**src/rtl/l2_miss_request_queue.sv**
```systemverilog
`timescale 1ns/1ps
// L1->L2 miss request queue: in-order FIFO of fills/writebacks,
// read merging, outstanding-read tracker and fill return path.
module l2_miss_request_queue #(
  parameter int ADDR_W     = 32,
  parameter int LINE_BYTES = 64,
  parameter int DEPTH      = 4,
  parameter int MAX_OUTST  = 2
) (
  input  logic              clk,
  input  logic              rst_n,
  input  logic              req_valid,
  output logic              req_ready,
  input  logic              req_wb,
  input  logic [ADDR_W-1:0] req_addr,
  output logic              l2_valid,
  input  logic              l2_ready,
  output logic              l2_wb,
  output logic [ADDR_W-1:0] l2_addr,
  input  logic              l2_fill_valid,
  output logic              fill_valid,
  output logic [ADDR_W-1:0] fill_addr,
  output logic [15:0]       rd_cnt,
  output logic [15:0]       wb_cnt,
  output logic [15:0]       merge_cnt,
  output logic              err_fill
);

  localparam int PTR_W = $clog2(DEPTH);
  localparam int CNT_W = PTR_W + 1;
  localparam int TP_W  =
    (MAX_OUTST > 1) ? $clog2(MAX_OUTST) : 1;
  localparam int TC_W  = $clog2(MAX_OUTST + 1);

  localparam logic [CNT_W-1:0] FULL =
    CNT_W'(DEPTH);
  localparam logic [TC_W-1:0] TMAX =
    TC_W'(MAX_OUTST);
  localparam logic [TP_W-1:0] TLAST =
    TP_W'(MAX_OUTST - 1);
  localparam logic [ADDR_W-1:0] LMASK =
    ~ADDR_W'(LINE_BYTES - 1);

  typedef enum logic [1:0] {
    S_IDLE,
    S_ISSUE,
    S_STALL
  } state_t;

  // request FIFO
  logic              r_q_wb   [DEPTH];
  logic [ADDR_W-1:0] r_q_addr [DEPTH];
  logic [PTR_W-1:0]  r_rd_ptr;
  logic [PTR_W-1:0]  r_wr_ptr;
  logic [CNT_W-1:0]  r_cnt;

  // outstanding read tracker
  logic [ADDR_W-1:0] r_t_addr [MAX_OUTST];
  logic [TP_W-1:0]   r_t_rd;
  logic [TP_W-1:0]   r_t_wr;
  logic [TC_W-1:0]   r_t_cnt;

  state_t            r_state;
  logic              r_l2_valid;
  logic              r_l2_wb;
  logic [ADDR_W-1:0] r_l2_addr;
  logic              r_fill_valid;
  logic [ADDR_W-1:0] r_fill_addr;
  logic [15:0]       r_rd_cnt;
  logic [15:0]       r_wb_cnt;
  logic [15:0]       r_merge_cnt;
  logic              r_err;

  logic [ADDR_W-1:0] w_line;
  logic              w_match;
  logic              w_acc;
  logic              w_merge;
  logic              w_push;
  logic              w_pop;
  logic              w_hold;
  logic              w_t_pop;
  logic              w_t_push;
  logic [CNT_W-1:0]  w_cnt_mid;
  logic [TC_W-1:0]   w_t_cnt_nx;
  logic              w_nh_valid;
  logic              w_nh_wb;
  logic [ADDR_W-1:0] w_nh_addr;
  state_t            w_state_nx;

  assign w_line    = req_addr & LMASK;
  assign req_ready = (r_cnt != FULL);
  assign w_acc     = req_valid && req_ready;
  assign w_merge   = w_acc && !req_wb && w_match;
  assign w_push    = w_acc && !w_merge;
  assign w_pop     = (r_state == S_ISSUE) && l2_ready;
  assign w_hold    = (r_state == S_ISSUE) && !l2_ready;
  assign w_t_pop   = l2_fill_valid && (r_t_cnt != '0);
  assign w_t_push  = w_pop && !r_l2_wb;
  assign w_cnt_mid = r_cnt - CNT_W'(w_pop);
  assign w_t_cnt_nx = r_t_cnt - TC_W'(w_t_pop)
                    + TC_W'(w_t_push);

  // merge search over queued (pre-pop) reads
  always_comb begin
    w_match = 1'b0;
    for (int k = 0; k < DEPTH; k++) begin
      if ((CNT_W'(k) < r_cnt) &&
          !r_q_wb[r_rd_ptr + PTR_W'(k)] &&
          (r_q_addr[r_rd_ptr + PTR_W'(k)] == w_line))
        w_match = 1'b1;
    end
  end

  // head of the FIFO as it will look after this edge
  always_comb begin
    w_nh_valid = 1'b0;
    w_nh_wb    = 1'b0;
    w_nh_addr  = '0;
    if (w_cnt_mid != '0) begin
      w_nh_valid = 1'b1;
      w_nh_wb    = r_q_wb[r_rd_ptr + PTR_W'(w_pop)];
      w_nh_addr  = r_q_addr[r_rd_ptr + PTR_W'(w_pop)];
    end else if (w_push) begin
      w_nh_valid = 1'b1;
      w_nh_wb    = req_wb;
      w_nh_addr  = w_line;
    end
  end

  // issue decision from post-edge head and tracker level
  always_comb begin
    w_state_nx = S_IDLE;
    if (w_hold)
      w_state_nx = S_ISSUE;
    else if (!w_nh_valid)
      w_state_nx = S_IDLE;
    else if (!w_nh_wb && (w_t_cnt_nx == TMAX))
      w_state_nx = S_STALL;
    else
      w_state_nx = S_ISSUE;
  end

  // request FIFO storage and occupancy
  always_ff @(posedge clk or negedge rst_n) begin
    if (!rst_n) begin
      for (int i = 0; i < DEPTH; i++) begin
        r_q_wb[i]   <= 1'b0;
        r_q_addr[i] <= '0;
      end
      r_rd_ptr <= '0;
      r_wr_ptr <= '0;
      r_cnt    <= '0;
    end else begin
      if (w_push) begin
        r_q_wb[r_wr_ptr]   <= req_wb;
        r_q_addr[r_wr_ptr] <= w_line;
        r_wr_ptr           <= r_wr_ptr + 1'b1;
      end
      if (w_pop)
        r_rd_ptr <= r_rd_ptr + 1'b1;
      r_cnt <= w_cnt_mid + CNT_W'(w_push);
    end
  end

  // outstanding tracker: fill pops before issue pushes
  always_ff @(posedge clk or negedge rst_n) begin
    if (!rst_n) begin
      for (int i = 0; i < MAX_OUTST; i++)
        r_t_addr[i] <= '0;
      r_t_rd  <= '0;
      r_t_wr  <= '0;
      r_t_cnt <= '0;
    end else begin
      if (w_t_pop)
        r_t_rd <= (r_t_rd == TLAST) ? '0
                : r_t_rd + 1'b1;
      if (w_t_push) begin
        r_t_addr[r_t_wr] <= r_l2_addr;
        r_t_wr <= (r_t_wr == TLAST) ? '0
                : r_t_wr + 1'b1;
      end
      r_t_cnt <= w_t_cnt_nx;
    end
  end

  // issue FSM with registered L2 request outputs
  always_ff @(posedge clk or negedge rst_n) begin
    if (!rst_n) begin
      r_state    <= S_IDLE;
      r_l2_valid <= 1'b0;
      r_l2_wb    <= 1'b0;
      r_l2_addr  <= '0;
    end else begin
      r_state    <= w_state_nx;
      r_l2_valid <= (w_state_nx == S_ISSUE);
      if (!w_hold) begin
        if (w_state_nx == S_ISSUE) begin
          r_l2_wb   <= w_nh_wb;
          r_l2_addr <= w_nh_addr;
        end else begin
          r_l2_wb   <= 1'b0;
          r_l2_addr <= '0;
        end
      end
    end
  end

  // fill pulse, sticky error and saturating counters
  always_ff @(posedge clk or negedge rst_n) begin
    if (!rst_n) begin
      r_fill_valid <= 1'b0;
      r_fill_addr  <= '0;
      r_err        <= 1'b0;
      r_rd_cnt     <= '0;
      r_wb_cnt     <= '0;
      r_merge_cnt  <= '0;
    end else begin
      r_fill_valid <= w_t_pop;
      if (w_t_pop)
        r_fill_addr <= r_t_addr[r_t_rd];
      if (l2_fill_valid && (r_t_cnt == '0))
        r_err <= 1'b1;
      if (w_pop && !r_l2_wb && (r_rd_cnt != 16'hFFFF))
        r_rd_cnt <= r_rd_cnt + 16'd1;
      if (w_pop && r_l2_wb && (r_wb_cnt != 16'hFFFF))
        r_wb_cnt <= r_wb_cnt + 16'd1;
      if (w_merge && (r_merge_cnt != 16'hFFFF))
        r_merge_cnt <= r_merge_cnt + 16'd1;
    end
  end

  assign l2_valid   = r_l2_valid;
  assign l2_wb      = r_l2_wb;
  assign l2_addr    = r_l2_addr;
  assign fill_valid = r_fill_valid;
  assign fill_addr  = r_fill_addr;
  assign rd_cnt     = r_rd_cnt;
  assign wb_cnt     = r_wb_cnt;
  assign merge_cnt  = r_merge_cnt;
  assign err_fill   = r_err;

endmodule

```
**config.mk**
```make
export PLATFORM = sky130hd
export DESIGN_NAME = l2_miss_request_queue
export DESIGN_NICKNAME = d
export VERILOG_FILES = /design/src/rtl/l2_miss_request_queue.sv
export SDC_FILE = /design/constraint.sdc
export NUM_CORES = 1
export LEC_CHECK = 0
export CELL_PAD_IN_SITES_DETAIL_PLACEMENT = 0
export CELL_PAD_IN_SITES_GLOBAL_PLACEMENT = 1
export CORE_ASPECT_RATIO = 0.9
export CORE_MARGIN = 8
export CORE_UTILIZATION = 48
export CTS_BUF_LIST = sky130_fd_sc_hd__clkbuf_4 sky130_fd_sc_hd__clkbuf_8
export CTS_CLUSTER_SIZE = 14
export DETAILED_ROUTE_END_ITERATION = 8
export PLACE_DENSITY_LB_ADDON = 0.1
export SYNTH_ARGS = -nofsm -noshare
export SYNTH_HDL_FRONTEND = slang
export SYNTH_SLANG_ARGS = --single-unit
```
**constraint.sdc**
```tcl
create_clock -name clk -period 3.75 [get_ports clk]
set_input_delay 0.9375 -clock clk [delete_from_list [all_inputs] [get_ports clk]]
set_output_delay 0.9375 -clock clk [all_outputs]
set_load 0.05 [all_outputs]
```
==> flow_summary.rst, run 1 <==
.. list-table::
   :header-rows: 1

   * - Metric
     - Value
   * - Arrival time reported for the critical path endpoint
     - 4130 ps
   * - Global-route congestion overflow total
     - 0
   * - Largest net degree at the start of global routing
     - just under 80
   * - Synthesized instance count
     - around 1400
   * - Weighted congestion at the end of routability-driven global placement
     - slightly below 1
   * - Worst setup path class
     - reg2reg
   * - Routed length on met1
     - around 23 mm
   * - Mean post-synth cell area
     - between 10 and 15 um2
   * - Final WS setup
     - roughly 120 ps
   * - Count leader, synth
     - dfrtp_1
   * - Count of input and output buffers
     - roughly 140
   * - Number of buffers created by CTS
     - 46
   * - Combinational share of power
     - 0.593
   * - Highest fanout seen on the critical path
     - 15
   * - Maximum level of the CTS H-tree
     - 2
   * - I/O pin count
     - between 150 and 200
   * - Standard-cell rows
     - 64
   * - Total detailed-routing wirelength
     - 48.7 mm
   * - Transition time of the tightest slew-check pin
     - 855 ps
   * - Largest voltage drop on the vdd net
     - approximately 0.00041 V
   * - Minimum clock period after layout
     - about 3600 ps
   * - Global-route total usage across every layer
     - 0.240
   * - Warnings from Yosys
     - 0
   * - Die Area
     - between 30000 and 40000 um2
   * - Clock latency reported for the late side of the worst-skew pair
     - approximately 600 ps
   * - Die height
     - roughly 190 um
   * - Area contributors post-synth
     - dfrtp_1, mux2_2, mux2i_1, mux4_2, xnor2_1
   * - Post-cts hold buffer count
     - 0
   * - Ratio of final minimum period to clock period
     - 0.968
   * - Synth area leader
     - dfrtp_1
   * - Achievable frequency
     - about 0.28 GHz
   * - Post-synthesis instance area
     - between 15000 and 20000 um2
   * - Adder-cell share of the synthesized area
     - 0.0108
   * - Initial Utilization
     - 0.482
   * - Origin of the worst setup path
     - r_rd_ptr[0]$_DFFE_PN0P_
   * - Post-synth top flop
     - dfrtp_1
   * - First-pass GRT wire length
     - ~75 mm
   * - Hold crit path type
     - in2async
   * - Final count of hold timing violations
     - 0
   * - Via count of the first global-routing pass
     - 12400
   * - Switching fraction of total power
     - 0.434
   * - Switching power of the nets
     - 0.00904 W
   * - Cell Pwr Density
     - roughly 1000 nW/um2
   * - Remaining design rule violation count
     - 0
   * - Post-Synth XOR/XNOR Area
     - 0.0751
   * - Post-detailed-placement half-perimeter wirelength
     - between 30 and 40 mm
   * - R2R Path Start
     - r_rd_ptr[0]$_DFFE_PN0P_
   * - Avg WL per Cell
     - ~23 um
   * - Metal3 WL
     - a little over 3 mm
   * - Number of diodes
     - 0
   * - RSZ-0062 raised after global routing
     - false
   * - Vias per std cell
     - slightly below 6
   * - Highest signal layer in the routed design
     - met4
   * - DR pass1 iterations
     - 5
   * - Proportion of netlist area held by the largest area contributor
     - 0.427
   * - Post-Route Utilization
     - 0.610
   * - Multiplexer share of the synthesized area
     - 0.272
   * - Max Cap Violations
     - 0
   * - Remaining max-slew budget at the tightest pin
     - 0.430
   * - Async SR Flop Fraction
     - 1.00
   * - Number of nets still failing antenna checks after routing
     - 0
   * - Post-placement setup slack
     - -292 ps
   * - DRC violation total after the first TritonRoute iteration
     - around 870
   * - Area Overhead vs Synth
     - 26.6%
   * - Leakage power total
     - approximately 8.9 nW
   * - Compound-cell area share of the yosys netlist
     - 0.0966
   * - Internal cell power
     - 0.0118 W
   * - Simple-gate share of the synthesized area
     - 0.0719
   * - Most numerous cell types in the synthesized netlist
     - dfrtp_1, mux2_2, mux2i_1
   * - Run status
     - completed
   * - Number of sinks handled by clock tree synthesis
     - 277
   * - Flip-flop and latch count after synthesis
     - 277
   * - Master cell of the clock root buffer
     - clkbuf_8
   * - Core Area
     - around 34000 um2
   * - Share of cells above drive strength 1
     - 0.330
   * - Maximum buffer depth of the clock tree
     - 3
   * - Length of routed met2 wiring
     - 22.0 mm
   * - Worst EP required
     - 4250 ps
   * - Post-CTS clock slew at the launch and capture registers of the worst setup and hold paths
     - roughly 70 ps
   * - Synth cell types
     - 63
   * - Final Max Tran Viols
     - 0
   * - Die width
     - between 200 and 250 um
   * - Sequential cell fraction of total power
     - 0.270
   * - Number of vias after detailed routing
     - 12400
   * - Startpoint type of the worst setup path
     - register
   * - Number of antenna violations at the first check in global routing
     - 0
   * - Number of setup violations in the final report
     - 0
   * - Main combinational cell family by area after synthesis
     - multiplexers
   * - Portion of the post-synthesis area used by sequential elements
     - 0.427
   * - Type of destination of the critical path
     - register
   * - CTS tree
     - built
   * - Fin nets
     - around 1700
   * - Clock network power share
     - 0.137
   * - Worst Skew
     - 27.0 ps
   * - EDFF count, synth
     - 0
per-layer routing:
layer,up-vias,track usage
li1,5705,-
met1,6289,0.346
met2,299,0.368
met3,58,0.0511
met4,0,0.0536
met5,-,0
kinds of logic after synthesis:
logic type / after synthesis
compound gates: 225
mux: 351
flops: 277
simple gates: 228
xor+xnor: 139
other cells: 1
fa+ha+maj: 14
buf+inv: 148
repair_timing:
item / in CTS / in global routing
buffers inserted: 0 / 7
gates resized for setup: 0 / 22
hold endpoints to repair: 0 / 0
setup endpoints to repair: 0 / 151
stage by stage:
step	total power [W]	cells	area (um2)	setup TNS [ps]	hold slack, ps
2_1_floorplan	0.0130	1394	16300	0	468
4_1_cts	0.0206	2120	20300	0	324
6_report	0.0208	2129	20500	0	319
3_5_place_dp	0.0177	2038	19300	-27530	453
5_1_grt	0.0220	2129	20500	0	348
3_3_place_gp	0.0175	2038	19300	-32630	460
registers in the layout, indices dropped and copies added (netlist names):
| register | cells |
|---|---|
| l2_wb | 1 |
| r_rd_ptr | 2 |
| r_t_cnt | 2 |
| merge_cnt | 16 |
| r_cnt | 3 |
| r_t_rd | 1 |
| fill_addr | 26 |
| r_t_wr | 1 |
| r_wr_ptr | 2 |
| rd_cnt | 16 |
| r_q_addr | 104 |
| r_state | 2 |
| r_q_wb | 4 |
| r_t_addr | 52 |
| wb_cnt | 16 |
| err_fill | 1 |
| fill_valid | 1 |
| l2_valid | 1 |
| l2_addr | 26 |
power by group through the flow:
stage	logic (W)	clock network, W	registers (W)
global route	0.0131	0.00308	0.00579
detailed placement	0.0120	0	0.00562
floorplan	0.00693	0	0.00610
finish	0.0123	0.00285	0.00561
CTS	0.0121	0.00295	0.00557
global placement	0.0119	0	0.00553
final timing paths:
path                                            end  slack [ps]  depth (start not counted)
max                        merge_cnt[6]$_DFFE_PN0P_         120                         12
min                        r_t_addr[48]$_DFFE_PN0P_         320                          1
max reg2reg                merge_cnt[6]$_DFFE_PN0P_         120                         12
min reg2reg                    err_fill$_DFFE_PN0P_         460                          1
max in group asynchronous     r_q_wb[0]$_DFFE_PN0P_        2500                          2
min in group clk               err_fill$_DFFE_PN0P_         460                          1
worst max-delay path, cell delays in order, from the launching register on:
cell and delay, ps:
dfrtp_4 550, buf_4 230, buf_4 140, buf_4 230, mux4_2 540, xnor2_1 160
nand4_1 200, nor4_2 330, buf_4 160, a22oi_2 160, buf_12 220, a2111oi_1 450
xor2_1 180
cell type report:
class,instances,area [um2]
Timing Repair Buffer,347,3240
Fill cell,2842,13100
Sequential cell,277,6940
Tap cell,429,537
Clock inverter,9,87.6
Multi-Input combinational cell,969,8730
Inverter,25,93.8
Clock buffer,73,905
cells in the final DEF, fill, tap and decap left out, types with 55 or more instances in the layout:
cell,instances
clkdlybuf4s50_1,135
dfrtp_1,275
o21ai_0,61
nand2_1,71
buf_4,187
mux2_2,168
xnor2_1,94
mux2i_1,122
clkbuf_8,57
mux4_2,55
Power figures use the tool's default switching activity.
==> inputs of run 2 (changes only) <==
--- a/config.mk
+++ b/config.mk
@@ -10,5 +10,5 @@
 export CORE_ASPECT_RATIO = 0.9
 export CORE_MARGIN = 8
-export CORE_UTILIZATION = 48
+export CORE_UTILIZATION = 52
 export CTS_BUF_LIST = sky130_fd_sc_hd__clkbuf_4 sky130_fd_sc_hd__clkbuf_8
 export CTS_CLUSTER_SIZE = 14
==> constraint.sdc (replaced) <==
create_clock -name clk -period 4.38 [get_ports clk]
set_input_delay 1.095 -clock clk [delete_from_list [all_inputs] [get_ports clk]]
set_output_delay 1.095 -clock clk [all_outputs]
set_load 0.02 [all_outputs]
==> run 2 against run 1 <==
Net effect:
- via count decreased by 3.5%
- power down 23%
- global-route usage up 0.94 points
- clock power fell by 17%
- hold slack better by 160 ps
- clock-buffer cell count fell by 6
- combinational power decreased by 27%
==> flow_summary.rst, run 2 (synthesized netlist as in run 1, its figures left out) <==
.. list-table::
   :header-rows: 1

   * - Metric
     - Value
   * - Run status
     - completed (unchanged)
   * - Worst setup path class
     - reg2reg (unchanged)
   * - RSZ-0062 raised after global routing
     - false (unchanged)
   * - Total detailed-routing wirelength
     - 46.4 mm (was 48.7 mm)
   * - Largest net degree at the start of global routing
     - 102 (was 78)
   * - Final Max Tran Viols
     - 0 (unchanged)
   * - Remaining design rule violation count
     - 0 (unchanged)
   * - Via count of the first global-routing pass
     - 12100 (was 12400)
   * - Transition time of the tightest slew-check pin
     - 787 ps (was 855 ps)
   * - Area of all placed cells without fillers
     - 19400 um2 (was 20500 um2)
   * - Number of buffers created by CTS
     - 46 (unchanged)
   * - Leakage power total
     - 8.26 nW (was 8.88 nW)
   * - Most common library cell in the layout ignoring fill and taps
     - dfrtp_1 (unchanged)
   * - Worst hold margin
     - 476 ps (was 319 ps)
   * - M3 GR Usage
     - 0.0560 (was 0.0511)
   * - Number of vias after detailed routing
     - 11900 (was 12400)
   * - Count of input and output buffers
     - 136 (unchanged)
   * - Number of antenna violations at the first check in global routing
     - 0 (unchanged)
   * - Total placed instance area
     - 18500 um2 (was 19300 um2)
   * - CTS tree
     - built (unchanged)
   * - Post-detailed-placement half-perimeter wirelength
     - 34.7 mm (was 36.4 mm)
   * - Register with the highest flop count
     - r_q_addr (unchanged)
   * - Min-Delay Startpoint
     - fill_addr[31]$_DFFE_PN0P_
   * - Highest fanout seen on the critical path
     - 37 (was 15)
   * - First-pass GRT wire length
     - 72.9 mm (was 75.1 mm)
   * - Global-route total usage across every layer
     - 0.249 (was 0.240)
   * - Post-Route Utilization
     - 0.629 (was 0.610)
   * - Core Area
     - 30800 um2 (was 33600 um2)
   * - Worst Skew
     - 26.6 ps (was 27.0 ps)
   * - Number of sinks handled by clock tree synthesis
     - 277 (unchanged)
   * - Worst EP required
     - 4890 ps (was 4250 ps)
   * - Largest voltage drop on the vdd net
     - 0.000448 V (was 0.000414 V)
   * - DR pass1 iterations
     - 5 (unchanged)
   * - Regs by FF count
     - r_q_addr: 104 flops, r_t_addr: 52 flops (unchanged)
   * - Die Area
     - 37100 um2 (was 39900 um2)
   * - Number of nets still failing antenna checks after routing
     - 0 (unchanged)
   * - Weighted congestion at the end of routability-driven global placement
     - 0.974 (was 0.961)
   * - Worst hold path depth
     - 2
   * - Clock latency reported for the late side of the worst-skew pair
     - 590 ps (about the same)
   * - Max Cap Violations
     - 0 (unchanged)
   * - Global-route congestion overflow total
     - 0 (unchanged)
   * - Final count of hold timing violations
     - 0 (unchanged)
   * - Worst Hold Path EP
     - fill_addr[31]$_DFFE_PN0P_
   * - Initial Utilization
     - 0.526 (was 0.482)
   * - Capturing point of the worst reg2reg path
     - merge_cnt[6]$_DFFE_PN0P_ (unchanged)
   * - Fin nets
     - 1602 (was 1718)
   * - Standard-cell rows
     - 61 (was 64)
   * - Die height
     - 184 um (was 190 um)
   * - Busiest layer in global routing
     - met2 (unchanged)
   * - Arrival time reported for the critical path endpoint
     - 4510 ps (was 4130 ps)
   * - R2R Path Start
     - r_rd_ptr[0]$_DFFE_PN0P_ (unchanged)
   * - Met2 global-route usage
     - 0.380 (was 0.368)
   * - Post-cts hold buffer count
     - 0 (unchanged)
   * - Cts repair resizes
     - 0 (unchanged)
   * - Master cell of the clock root buffer
     - clkbuf_8 (unchanged)
   * - Minimum clock period after layout
     - 3990 ps (was 3630 ps)
   * - Ratio of final minimum period to clock period
     - 0.912 (was 0.968)
   * - Remaining max-slew budget at the tightest pin
     - 0.475 (was 0.430)
   * - Minimum setup slack among reg-to-reg paths
     - 390 ps (was 120 ps)
   * - Cell Pwr Density
     - 829 nW/um2 (was 1010 nW/um2)
   * - Met1 GRT Util
     - 0.356 (was 0.346)
   * - Number of setup violations in the final report
     - 0 (unchanged)
   * - Share of cells above drive strength 1
     - 0.268 (was 0.330)
   * - I/O pin count
     - 155 (unchanged)
   * - Number of diodes
     - 0 (unchanged)
   * - Vias per std cell
     - 6.00 (was 5.80)
   * - Type of destination of the critical path
     - register (unchanged)
   * - Post-CTS Setup Inserts
     - 0 (unchanged)
   * - Final WS setup
     - 386 ps (was 121 ps)
   * - Maximum buffer depth of the clock tree
     - 3 (unchanged)
   * - Logic depth of the worst register-to-register path
     - 10 (was 12)
   * - Commonest non-fill, non-tap cells in the layout
     - dfrtp_1, mux2_2, clkdlybuf4s50_1 (was dfrtp_1, buf_4, mux2_2)
   * - Achievable frequency
     - 0.250 GHz (was 0.276 GHz)
   * - Maximum level of the CTS H-tree
     - 2 (unchanged)
   * - Startpoint type of the worst setup path
     - register (unchanged)
   * - DRC violation total after the first TritonRoute iteration
     - 828 (was 873)
   * - Setup_tns
     - 0 ps (unchanged)
   * - Avg WL per Cell
     - 23.4 um (was 22.9 um)
   * - Post-CTS clock slew at the launch and capture registers of the worst setup and hold paths
     - 60 ps (was 70 ps)
   * - Post-placement setup slack
     - 139 ps (was -292 ps)
   * - Number of flip-flops under the largest register name
     - 104 (unchanged)
   * - Area Overhead vs Synth
     - 19.7% (was 26.6%)
   * - Hold crit path type
     - reg2reg (was in2async)
   * - Die width
     - 202 um (was 210 um)
run 2: changes by cell type in the layout (fill, tap and decap cells not counted), moves of 5 or more:
| cell | delta |
|---|---|
| buf_4 | -110 |
| clkbuf_8 | -6 |
| mux2i_1 | +5 |
| nor4_1 | +5 |
| nor4_2 | -5 |
run 2: metrics by stage:
stage | std cells | power (W)
after floorplan | 1394 | 0.0106
after global placement | 1911 | 0.0135
after detailed placement | 1911 | 0.0137
after CTS | 1986 | 0.0161
after global routing | 1986 | 0.0171
final | 1986 | 0.0161
run 2: per-layer routing:
layer / up-vias / wire length [um] / part of all wire
li1: 5460 / - / -
met1: 6034 / 21300 / 0.46
met2: 350 / 20900 / 0.45
met3: 77 / 3120 / 0.067
met4: 0 / 1100 / 0.024
met5: - / 0 / 0
run 2: power breakdown:
group          total (W)  internal (W)  switching, W
registers        0.00475       0.00363       0.00111
clock network    0.00236       0.00132       0.00104
logic            0.00897       0.00433       0.00465
run 2: final cells by class:
cell class              instances  area [um2]
clock buffers                  67         822
clock inverters                 8         110
fillers                      2514       11400
inverters                      25        93.8
multi-input cells             969        8630
flip-flops and latches        277        6940
well taps                     409         512
repair buffers                231        2300
run 2: critical path: stages, from the launching register on:
cell       delay [ps]
dfrtp_4           590
buf_12            280
mux2i_1           580
o22ai_1           160
a2111oi_0         500
o221ai_1          300
nor4_1            330
a31oi_2           190
buf_4             310
a2111oi_1         420
xor2_1            180
run 2: how the worst max path moves through the flow:
stage | start | to | cells past startpoint
2_1_floorplan | l2_ready | l2_addr[19]$_DFFE_PN0N_ | 8
3_3_place_gp | req_addr[25] | merge_cnt[4]$_DFFE_PN0P_ | 10
3_5_place_dp | req_addr[25] | merge_cnt[6]$_DFFE_PN0P_ | 10
4_1_cts | r_rd_ptr[0]$_DFFE_PN0P_ | merge_cnt[4]$_DFFE_PN0P_ | 10
5_1_grt | r_rd_ptr[0]$_DFFE_PN0P_ | merge_cnt[4]$_DFFE_PN0P_ | 12
6_report | r_rd_ptr[0]$_DFFE_PN0P_ | merge_cnt[6]$_DFFE_PN0P_ | 10
==> inputs of run 3 (changes only) <==
Settings changed: CORE_UTILIZATION 52 to 50.
==> run 3 against run 2 <==
Net effect:
- clock power rose by 2%
- global-route usage down 0.65 points
- hold slack worse by 18 ps
- cell count increased by 0.50%
==> flow_summary.rst, run 3 (synthesized netlist as in run 1, its figures left out) <==
.. list-table::
   :header-rows: 1

   * - Metric
     - Value
   * - Run status
     - completed (unchanged)
   * - Regs by FF count
     - r_q_addr: 104 flops, r_t_addr: 52 flops (unchanged)
   * - First-pass GRT wire length
     - 73.4 mm (was 72.9 mm)
   * - Maximum buffer depth of the clock tree
     - 3 (unchanged)
   * - Clock network power share
     - 0.149 (was 0.147)
   * - Setup_tns
     - 0 ps (unchanged)
   * - Standard-cell rows
     - 62 (was 61)
   * - Commonest non-fill, non-tap cells in the layout
     - dfrtp_1, mux2_2, clkdlybuf4s50_1 (unchanged)
   * - Register with the highest flop count
     - r_q_addr (unchanged)
   * - CTS tree
     - built (unchanged)
   * - Cts repair resizes
     - 0 (unchanged)
   * - DRC violation total after the first TritonRoute iteration
     - 880 (was 828)
   * - Global-route total usage across every layer
     - 0.243 (was 0.249)
   * - Logic depth of the worst register-to-register path
     - 10 (unchanged)
   * - Remaining design rule violation count
     - 0 (unchanged)
   * - Cell Pwr Density
     - 828 nW/um2 (was 829 nW/um2)
   * - Die width
     - 206 um (was 202 um)
   * - Master cell of the clock root buffer
     - clkbuf_8 (unchanged)
   * - Post-detailed-placement half-perimeter wirelength
     - 34.4 mm (was 34.7 mm)
   * - Worst EP required
     - 4880 ps (was 4890 ps)
   * - Core Area
     - 32000 um2 (was 30800 um2)
   * - Number of vias after detailed routing
     - 11900 (about the same)
   * - Worst hold path depth
     - 1 (was 2)
   * - I/O pin count
     - 155 (unchanged)
   * - Number of sinks handled by clock tree synthesis
     - 277 (unchanged)
   * - Remaining max-slew budget at the tightest pin
     - 0.485 (was 0.475)
   * - Final count of hold timing violations
     - 0 (unchanged)
   * - Number of antenna violations at the first check in global routing
     - 0 (unchanged)
   * - Max Cap Violations
     - 0 (unchanged)
   * - Post-Route Utilization
     - 0.609 (was 0.629)
   * - Final Max Tran Viols
     - 0 (unchanged)
   * - RSZ-0062 raised after global routing
     - false (unchanged)
   * - Busiest layer in global routing
     - met2 (unchanged)
   * - Switching fraction of total power
     - 0.422 (was 0.423)
   * - Weighted congestion at the end of routability-driven global placement
     - 0.944 (was 0.974)
   * - Count of input and output buffers
     - 136 (unchanged)
   * - Transition time of the tightest slew-check pin
     - 772 ps (was 787 ps)
   * - Sequential cell fraction of total power
     - 0.298 (was 0.295)
   * - Min-Delay Startpoint
     - err_fill$_DFFE_PN0P_ (was fill_addr[31]$_DFFE_PN0P_)
   * - Non-filler cells, final
     - 1996 (was 1986)
   * - Minimum clock period after layout
     - 4140 ps (was 3990 ps)
   * - Share of cells above drive strength 1
     - 0.270 (was 0.268)
   * - Worst Skew
     - 39.4 ps (was 26.6 ps)
   * - Cell Count Post-Placement
     - 1917 (was 1911)
   * - Post-CTS Setup Inserts
     - 0 (unchanged)
   * - Number of nets still failing antenna checks after routing
     - 0 (unchanged)
   * - Largest voltage drop on the vdd net
     - 0.000458 V (was 0.000448 V)
   * - Total detailed-routing wirelength
     - 46.5 mm (was 46.4 mm)
   * - Die height
     - 187 um (was 184 um)
   * - Via count of the first global-routing pass
     - 11900 (was 12100)
   * - Combinational share of power
     - 0.553 (was 0.558)
   * - Die Area
     - 38500 um2 (was 37100 um2)
   * - Maximum level of the CTS H-tree
     - 2 (unchanged)
   * - Ratio of final minimum period to clock period
     - 0.946 (was 0.912)
   * - Origin of the worst setup path
     - r_rd_ptr[0]$_DFFE_PN0P_ (unchanged)
   * - Capturing point of the worst reg2reg path
     - merge_cnt[4]$_DFFE_PN0P_ (was merge_cnt[6]$_DFFE_PN0P_)
   * - Arrival time reported for the critical path endpoint
     - 4640 ps (was 4510 ps)
   * - R2R Path Start
     - r_rd_ptr[0]$_DFFE_PN0P_ (unchanged)
   * - Achievable frequency
     - 0.241 GHz (was 0.250 GHz)
   * - Post-placement setup slack
     - 112 ps (was 139 ps)
   * - Clock latency reported for the late side of the worst-skew pair
     - 600 ps (was 590 ps)
   * - Internal cell power
     - 0.00932 W (was 0.00928 W)
   * - Switching power of the nets
     - 0.00680 W (about the same)
   * - Worst setup path class
     - reg2reg (unchanged)
   * - Fin nets
     - 1602 (unchanged)
   * - Type of destination of the critical path
     - register (unchanged)
   * - Post-cts hold buffer count
     - 0 (unchanged)
   * - Largest net degree at the start of global routing
     - 91 (was 102)
   * - Minimum setup slack among reg-to-reg paths
     - 240 ps (was 390 ps)
   * - Highest fanout seen on the critical path
     - 36 (was 37)
   * - Startpoint type of the worst setup path
     - register (unchanged)
   * - Leakage power total
     - 8.29 nW (was 8.26 nW)
   * - Met1 GRT Util
     - 0.358 (was 0.356)
   * - Post-CTS clock slew at the launch and capture registers of the worst setup and hold paths
     - 60 ps (about the same)
   * - Number of buffers created by CTS
     - 47 (was 46)
   * - Hold crit path type
     - reg2reg (unchanged)
   * - Vias per std cell
     - 5.96 (was 6.00)
   * - Global-route congestion overflow total
     - 0 (unchanged)
   * - Area Overhead vs Synth
     - 20.0% (was 19.7%)
   * - DR pass1 iterations
     - 5 (unchanged)
   * - Worst Hold Path EP
     - err_fill$_DFFE_PN0P_ (was fill_addr[31]$_DFFE_PN0P_)
   * - Most common library cell in the layout ignoring fill and taps
     - dfrtp_1 (unchanged)
   * - Avg WL per Cell
     - 23.3 um (was 23.4 um)
   * - Initial Utilization
     - 0.507 (was 0.526)
   * - Met2 global-route usage
     - 0.365 (was 0.380)
   * - M3 GR Usage
     - 0.0438 (was 0.0560)
   * - Final WS setup
     - 237 ps (was 386 ps)
   * - Number of flip-flops under the largest register name
     - 104 (unchanged)
   * - Number of setup violations in the final report
     - 0 (unchanged)
   * - Number of diodes
     - 0 (unchanged)
[run 3: area by class of cell]
class | count | area (um2)
fillers | 2657 | 12500
inverters | 25 | 93.8
flip-flops and latches | 277 | 6940
repair buffers | 230 | 2320
well taps | 416 | 520
multi-input cells | 969 | 8630
clock inverters | 5 | 65.1
clock buffers | 74 | 900
[run 3: critical path: stages (launching register included)]
cell and delay, ps:
dfrtp_4 840, buf_4 330, mux2i_1 580, o22ai_1 240
nor4_1 270, o2111ai_1 230, nor4_1 390, a31oi_2 190
buf_4 320, a2111oi_1 440, xor2_1 180
[run 3: worst max path at each step]
stage,endpoint,slack (ps),depth (start not counted)
after global routing,merge_cnt[6]$_DFFE_PN0P_,20,10
final,merge_cnt[4]$_DFFE_PN0P_,240,10
after global placement,r_q_addr[104]$_DFFE_PN0P_,110,11
after detailed placement,r_q_addr[103]$_DFFE_PN0P_,110,11
after floorplan,l2_addr[19]$_DFFE_PN0N_,880,8
after CTS,merge_cnt[4]$_DFFE_PN0P_,290,10
[run 3: layer usage]
metal	vias to the layer above	share of wire	wire, um
met3	68	0.056	2620
met5	-	0	0
met1	6067	0.47	22100
met2	311	0.45	20900
met4	0	0.021	969
li1	5449	-	-
[run 3: power by group through the flow]
stage          combinational [W]  clock (W)  sequential (W)
6_report                 0.00891    0.00241         0.00480
5_1_grt                  0.00951    0.00260         0.00496
4_1_cts                  0.00888    0.00247         0.00477
3_5_place_dp             0.00884          0         0.00481
3_3_place_gp             0.00875          0         0.00475
2_1_floorplan            0.00591          0         0.00465
[run 3: per-stage QoR]
step	total power (W)	hold slack [ps]	instance area, um2
6_report	0.0161	458	19500
5_1_grt	0.0171	472	19500
4_1_cts	0.0161	464	19500
3_5_place_dp	0.0137	453	18500
3_3_place_gp	0.0135	440	18500
2_1_floorplan	0.0106	468	16300
